==> config.mk <==
export PLATFORM = sky130hd
export DESIGN_NAME = cc1200_spi_sequencer
export DESIGN_NICKNAME = d
export VERILOG_FILES = /design/src/rtl/cc1200_spi_sequencer.sv
export SDC_FILE = /design/constraint.sdc
export NUM_CORES = 1
export LEC_CHECK = 0
export CAP_MARGIN = 20
export CORE_MARGIN = 5
export CORE_UTILIZATION = 35
export DETAILED_ROUTE_END_ITERATION = 6
export SLEW_MARGIN = 20
export SYNTH_ARGS = -nofsm -noshare
export SYNTH_HDL_FRONTEND = slang
export SYNTH_SLANG_ARGS = --single-unit
==> constraint.sdc <==
create_clock -name clk -period 1.9 [get_ports clk]
set_clock_uncertainty 0.2 [all_clocks]
set_input_delay 0.19 -clock clk [delete_from_list [all_inputs] [get_ports clk]]
set_output_delay 0.19 -clock clk [all_outputs]
set_load 0.005 [all_outputs]
==> src/rtl/cc1200_spi_sequencer.sv <==
// Command sequencer feeding the CC1200 SPI engine: one outstanding transaction, responses queued in a small FIFO.
// Optional Busy-phase timeout/abort is compiled in with `define CC1200_SEQ_TIMEOUT_EN.
module cc1200_spi_sequencer #(
   parameter int          RSP_DEPTH   = 4,
   parameter logic [15:0] TIMEOUT_CYC = 16'hFFFF
) (
   input  logic        clk,
   input  logic        rstn,
   input  logic        cmd_valid,
   output logic        cmd_ready,
   input  logic [31:0] cmd_data,
   input  logic [3:0]  cmd_wr,
   output logic        Start,
   input  logic        Busy,
   output logic [31:0] DataOut,
   output logic [3:0]  WR,
   input  logic [31:0] DataIn,
   output logic        rsp_valid,
   input  logic        rsp_ready,
   output logic [31:0] rsp_data,
   output logic        rsp_err,
   output logic        seq_busy
);

   localparam int          AW      = (RSP_DEPTH > 1) ? $clog2(RSP_DEPTH) : 1;
   localparam logic [AW:0] DEPTH_C = (AW+1)'(RSP_DEPTH);

   typedef enum logic [2:0] {
      S_IDLE,
      S_LAUNCH,
      S_WAIT_BUSY,
      S_WAIT_DONE,
      S_CAPTURE
   } state_t;

   state_t        state_q, state_d;
   logic [31:0]   dout_q;
   logic [3:0]    wr_q;
   logic [AW-1:0] wr_ptr_q, rd_ptr_q;
   logic [AW:0]   count_q;
   logic [31:0]   mem_q [RSP_DEPTH];
   logic          accept, push, pop;
   logic [31:0]   push_data;

   // Outside IDLE one slot is already reserved for the in-flight response,
   // so IDLE only needs a non-full FIFO to take another command.
   assign cmd_ready = rstn && (state_q == S_IDLE) && (count_q != DEPTH_C);
   assign accept    = cmd_valid && cmd_ready;
   assign push      = (state_q == S_CAPTURE);
   assign rsp_valid = (count_q != '0);
   assign pop       = rsp_valid && rsp_ready;
   assign Start     = (state_q == S_LAUNCH);
   assign seq_busy  = (state_q != S_IDLE);
   assign DataOut   = dout_q;
   assign WR        = wr_q;
   assign rsp_data  = mem_q[rd_ptr_q];

`ifdef CC1200_SEQ_TIMEOUT_EN
   logic [15:0] tmo_cnt_q, tmo_cnt_d, tmo_inc;
   logic        tmo_hit;
   logic        err_q, err_d;
   logic        err_mem_q [RSP_DEPTH];

   assign tmo_inc = tmo_cnt_q + 16'd1;
   // A Busy transition wins over an expiring counter in the same cycle.
   assign tmo_hit = (((state_q == S_WAIT_BUSY) && !Busy) ||
                     ((state_q == S_WAIT_DONE) && Busy)) && (tmo_inc == TIMEOUT_CYC);

   always_comb begin
      tmo_cnt_d = 16'd0;
      if ((state_q == state_d) && ((state_q == S_WAIT_BUSY) || (state_q == S_WAIT_DONE))) begin
         tmo_cnt_d = tmo_inc;
      end
   end

   always_comb begin
      err_d = err_q;
      if (accept) begin
         err_d = 1'b0;
      end else if (tmo_hit) begin
         err_d = 1'b1;
      end
   end

   always_ff @(posedge clk or negedge rstn) begin
      if (!rstn) begin
         tmo_cnt_q <= 16'd0;
         err_q     <= 1'b0;
      end else begin
         tmo_cnt_q <= tmo_cnt_d;
         err_q     <= err_d;
      end
   end

   assign push_data = err_q ? 32'h0000_0000 : DataIn;
   assign rsp_err   = err_mem_q[rd_ptr_q];
`else
   logic unused_timeout_cfg;
   assign unused_timeout_cfg = ^TIMEOUT_CYC;
   assign push_data          = DataIn;
   assign rsp_err            = 1'b0;
`endif

   always_comb begin
      state_d = state_q;
      case (state_q)
         S_IDLE:      if (accept) state_d = S_LAUNCH;
         S_LAUNCH:    state_d = S_WAIT_BUSY;
         S_WAIT_BUSY: if (Busy) state_d = S_WAIT_DONE;
         S_WAIT_DONE: if (!Busy) state_d = S_CAPTURE;
         S_CAPTURE:   state_d = S_IDLE;
         default:     state_d = S_IDLE;
      endcase
`ifdef CC1200_SEQ_TIMEOUT_EN
      if (tmo_hit) state_d = S_CAPTURE;
`endif
   end

   always_ff @(posedge clk or negedge rstn) begin
      if (!rstn) begin
         state_q  <= S_IDLE;
         dout_q   <= 32'h0000_0000;
         wr_q     <= 4'h0;
         wr_ptr_q <= '0;
         rd_ptr_q <= '0;
         count_q  <= '0;
      end else begin
         state_q <= state_d;
         if (accept) begin
            dout_q <= cmd_data;
            wr_q   <= cmd_wr;
         end
         if (push) wr_ptr_q <= wr_ptr_q + (AW)'(1);
         if (pop)  rd_ptr_q <= rd_ptr_q + (AW)'(1);
         case ({push, pop})
            2'b10:   count_q <= count_q + (AW+1)'(1);
            2'b01:   count_q <= count_q - (AW+1)'(1);
            default: count_q <= count_q;
         endcase
      end
   end

   // Storage is cleared by reset so the head reads zero while the FIFO is empty after reset.
   for (genvar gi = 0; gi < RSP_DEPTH; gi++) begin : g_entry
      always_ff @(posedge clk or negedge rstn) begin
         if (!rstn) begin
            mem_q[gi] <= 32'h0000_0000;
         end else if (push && (wr_ptr_q == (AW)'(gi))) begin
            mem_q[gi] <= push_data;
         end
      end
`ifdef CC1200_SEQ_TIMEOUT_EN
      always_ff @(posedge clk or negedge rstn) begin
         if (!rstn) begin
            err_mem_q[gi] <= 1'b0;
         end else if (push && (wr_ptr_q == (AW)'(gi))) begin
            err_mem_q[gi] <= err_q;
         end
      end
`endif
   end

endmodule

# Yosys cells after proc, flatten, opt, wreduce, memory -nomap -nowiden
# Index checks and enable logic that the tools add are counted.
# totals
register_bits	174
inputBits	73
output_inout_bits	73
wordCells	51
# op_classes
add_sub_neg	4
order_cmp	1
eq_ne	13
mux	8
bitwise	1
reduce_logical	14
# ops
operator	n
binary-select mux 32 bit (select 2 bit)	1
2-to-1 mux 32 bit	2
one-hot mux 3 bit (4 select lines)	1
2-to-1 mux 3 bit	3
logical AND 1 bit	8
equality test 2 bit, second input constant	3
equality test 3 x 2 -> 1 bit, second input constant	2
!= test 2 bit, second input constant	3
one-hot mux 3 bit (2 select lines)	1
nonzero test 3 bit	2
adder 2 x 1 -> 2 bit, second input constant	2
equality test 2 x 1 -> 1 bit, second input constant	2
adder 3 x 1 -> 3 bit, second input constant	1
equality test 3 x 1 -> 1 bit, second input constant	1
equality test 3 bit, second input constant	1
>= comparator 3 bit, second input constant	1
logical NOT 3 bit	1
!= test 3 bit, second input constant	1
NOT 2 -> 3 bit	1
AND reduction 3 bit	1
subtractor 3 x 1 -> 3 bit, second input constant	1
logical NOT 2 bit	1
nonzero test 2 bit	1

# Depth between registers and ports, before layout
# depth
depth_word	6
depth_mapped	8

# Worst setup path before layout
# Ideal clock, no wire load.
# synth_path
path_type	register -> register
start	reg state_q[1]
end	reg count_q[2]
setup_time_ns	0.125
t_arrival_ns	1.567
slack_ns	0.008
path_stages_with_launch	9
n_path_buf	0
cell_sequence	dfrtp_1 -> nor2_1 -> nand2_1 -> ha_1 -> inv_1 -> fa_1 -> xor2_1 -> nor2_1 -> xor2_1
# synth_between
elab_chain_len	3
# synth_lines
item	line_no	rtl
from (decl)	36	state_t state_q, state_d;
from (signal assigned)	128	state_q <= state_d;
equality test 3 bit *	49	assign push = (state_q == S_CAPTURE);
equality test 2 x 1 -> 1 bit or equality test 2 bit (tied branches)	135	case ({push, pop})
one-hot mux 3 bit (2 select lines) or nonzero test 2 bit (tied branches)	--	
to (signal assigned)	136	2'b10: count_q <= count_q + (AW+1)'(1);
to (signal assigned)	137	2'b01: count_q <= count_q - (AW+1)'(1);
to (signal assigned)	138	default: count_q <= count_q;
to (decl)	40	logic [AW:0] count_q;
# Mark *: on every way between the ends. The rest lies on a longest branch, timed or not.
# A chain may end at the register's enable or synchronous reset.

# Worst setup path in the final report
# layout_path
start	reg rd_ptr_q[0]
end	out rsp_data[30]
# layout_between
elab_chain_len	4
# layout_lines
item	line_no	rtl
from (decl)	39	logic [AW-1:0] wr_ptr_q, rd_ptr_q;
from (signal assigned)	134	if (pop) rd_ptr_q <= rd_ptr_q + (AW)'(1);
NOT 2 -> 3 bit (not written as such)	56	assign rsp_data = mem_q[rd_ptr_q];
binary-select mux 32 bit (select 2 bit)	56	
2-to-1 mux 32 bit (not written as such) (2 in series)	56	
to (decl)	20	output logic [31:0] rsp_data,
# No other way between the ends. The select of a mux whose other input is x is not followed.

==> Implementation_results.wiki <==
{| class="wikitable"
! Metric !! Value
|-
| Worst endpoint required time || between 1.5 and 2 ns
|-
| Remaining global-route overflow || 0
|-
| Clk Latency, worst-skew pair || between 0.4 and 0.5 ns
|-
| Xor and xnor fraction of the mapped netlist area || 0.694%
|-
| Worst ir drop on vdd || between 0.6 and 0.7 mV
|-
| Via count normalized by instance count || roughly 4.9
|-
| CP Launch Type || flop
|-
| Total inserted antenna cells || 0
|-
| Cell repeated most along the worst path || buf_6
|-
| Arrival time of data at the critical path endpoint || 1.76 ns
|-
| Layout Utilization || between 40% and 50%
|-
| Antenna Violating Nets Remaining || 0
|-
| CP delay by family, top || multiplexers
|-
| CP Max Fanout || 5
|-
| Placer Congestion || 0.742
|-
| Most frequent cells in the layout || dfrtp_1 (172), mux2_2 (122), clkdlybuf4s50_1 (107), mux2_4 (36), mux4_2 (32)
|-
| Number of register bits inferred by synthesis || 174
|-
| Setup ws final || -0.253 ns
|-
| Total clock buffers created by CTS || 17
|-
| Input/output buffers || around 140
|-
| Syn. warnings || 0
|-
| Post-synthesis async set-or-reset flop share || between 90% and 100%
|-
| Main combinational cell family by area after synthesis || multiplexers
|-
| Vias in the first global route || ~5100
|-
| Std-Cell Core Area || 21200 um^2
|-
| Area delta synth->final || 36.7%
|-
| Syn nets || roughly 520
|-
| Post-synthesis share of cell area spent on and, or, nand and nor gates || under 10%
|-
| Synthesized netlist cell count || approximately 440
|-
| Netlist area before placement || between 7000 and 8000 um^2
|-
| Die width || between 150 and 200 um
|-
| Synth Area per Inst || ~17 um^2
|-
| Maximum number of buffers from clock root to sink || 2
|-
| Proportion of layout cells with a drive suffix above 1 || between 50% and 60%
|-
| Highest clock rate || between 0.4 and 0.5 GHz
|-
| Final Instance Count excl. Fillers || 911
|-
| Synthesized-area fraction occupied by adder cells || around 1.1%
|-
| Routed WL || ~18000 um
|-
| Setup repair after global routing missed its margin || yes
|-
| GRT Overall Usage || 15.1%
|-
| Number of buffer and inverter instances along the worst setup path || 3
|-
| Full die area || roughly 25000 um^2
|-
| Worst slew margin relative to its limit || about 37%
|-
| Root buffer selected by CTS || clkbuf_16
|-
| Fin. max-slew vios || 0
|-
| Number of enable flip-flop cells after synthesis || 0
|-
| Worst-margin pin slew || about 0.94 ns
|-
| Number of antenna violations at the first check in global routing || 0
|-
| Ratio of final minimum period to clock period || 113%
|-
| Crit path cell chain || buf_6 > buf_16 > mux4_2 > buf_6
|-
| TritonCTS clock tree || yes
|-
| Kind of capture point of the worst setup path || primary output
|-
| Flip-flop cell with the highest count after synthesis || dfrtp_1
|-
| Power Total || between 15 and 20 mW
|-
| Mux cell area share after synthesis || a little over a third
|-
| Clock sink count || 174
|-
| Clock transition at the registers of the reported paths || roughly 0.07 ns
|-
| Post-DP HPWL || around 11000 um
|-
| Count of distinct cell types in the synthesized netlist || 32
|-
| Sequential element share of the synthesized area || a little under three fifths
|-
| Height of the chip || ~160 um
|-
| Power per cell area || approximately 1500 nW/um^2
|-
| Total I/O pin count || 146
|-
| Largest stage delay, worst path || 0.51 ns
|-
| Remaining DRCs || 0
|-
| Number of optimization iterations in the first detailed-route pass || 4
|-
| # nets final || between 700 and 800
|-
| Total of endpoints with negative setup slack in the final report || 35
|-
| Maximum number of pins on one net before global-route repair || about 180
|-
| Standard-cell row count || 53
|-
| Hold violation count in the final report || 0
|-
| Type of the setup path with the least slack || flop to primary output
|-
| Detail-routed net length per standard cell || a little under 20 um
|-
| Outcome || finished with violations
|-
| Complex-gate fraction of the synthesized area || less than 1%
|-
| Detailed-route via count || 4450
|-
| Worst min-delay path category || input port to flop
|-
| Detailed Route Iter0 Violations || ~120
|-
| Worst Hold Slack || roughly 0.18 ns
|-
| Static leakage || around 4.8 nW
|-
| Worst slack, placed || -0.245 ns
|-
| Placed Instances || between 800 and 900
|-
| First-pass GRT wire length || approximately 29000 um
|-
| Max-cap check violation count || 0
|-
| Crit path time final || 2.15 ns
|-
| Most common cell after layout, fill and taps aside || dfrtp_1
|-
| Max H-tree Level || 4
|-
| Initial standard-cell utilization of the core || a little over a third
|-
| CP max stage cell || mux4_2
|-
| Violations in the final reports || negative setup slack
|}
-- cell type report --
cell class | count | area (um^2)
Clock buffer | 19 | 443
Clock inverter | 12 | 113
Fill cell | 1815 | 10800
Inverter | 5 | 18.8
Multi-Input combinational cell | 234 | 3070
Sequential cell | 174 | 4360
Tap cell | 275 | 344
Timing Repair Buffer | 192 | 2020
-- through the flow --
| step | setup TNS [ns] | area, um^2 |
|---|---|---|
| 4_1_cts | -10.03 | 10300 |
| 2_1_floorplan | 0 | 7580 |
| 3_5_place_dp | -5.70 | 9520 |
| 3_3_place_gp | -5.51 | 9520 |
| 6_report | -7.03 | 10400 |
| 5_1_grt | -9.88 | 10400 |
-- state kept, by name, summed over array words and instances, names as in the netlist --
register  flops
WR            4
wr_ptr_q      2
DataOut      32
mem_q       128
rd_ptr_q      2
count_q       3
state_q       3
-- layer usage --
layer	vias to the layer above	global-route usage [%]	wire length, um
li1	1976	-	-
met1	2357	19.5	7820
met4	0	4.06	166
met5	-	0	0
met3	11	3.55	881
met2	106	25.7	9240
-- final timing paths --
kind	end	cells past startpoint	slack [ns]	startpoint
hold reg to reg	mem_q[38]	1	0.29	mem_q[38]
hold / removal	DataOut[9]	2	0.18	cmd_data[9]
setup reg to reg	count_q[2]	8	-0.05	count_q[0]
min in group asynchronous	DataOut[23]	3	0.38	rstn
setup / recovery	rsp_data[30]	4	-0.25	rd_ptr_q[0]
max in group asynchronous	rd_ptr_q[1]	3	0.43	rstn
-- synthesized netlist by cell type (3+ instances only) --
master,count,area share (%)
and3_1,4,0.33
buf_12,3,0.79
buf_2,4,0.26
buf_4,13,1.3
clkbuf_1,9,0.45
dfrtp_1,174,57
ha_1,5,0.83
inv_1,5,0.25
mux2_1,7,1.0
mux2_2,128,19
mux2_4,30,5.9
mux4_2,32,9.5
nand2_1,4,0.20
nor2_1,3,0.15
xnor2_1,3,0.35
xor2_1,3,0.35
-- report_power, final --
group	switching (mW)	total, mW	internal [mW]	leakage, nW
registers	0.760	5.86	5.10	2.28
clock network	1.48	3.33	1.84	0.264
logic	1.99	6.01	4.02	2.23
-- timing repair --
item,CTS,global route
gates resized for setup,181,27
cloned,6,1
endpoints found under the setup margin,128,72
buffers inserted,14,3
pin swaps,9,7
endpoints found under the hold margin,174,0
hold buffers,1,0
-- kinds of logic (layout without fill, tap and decap cells) --
kind of cell	after synthesis	in the layout
multiplexers	198	198
flip-flops	174	174
buffers and inverters	35	228
AND/OR/NAND/NOR	20	20
adder cells (fa/ha/maj)	6	6
XOR/XNOR	6	6
AO/OA/AOI/OAI	3	3
other	1	1
Note: power is estimated with default switching activity, not from simulation.
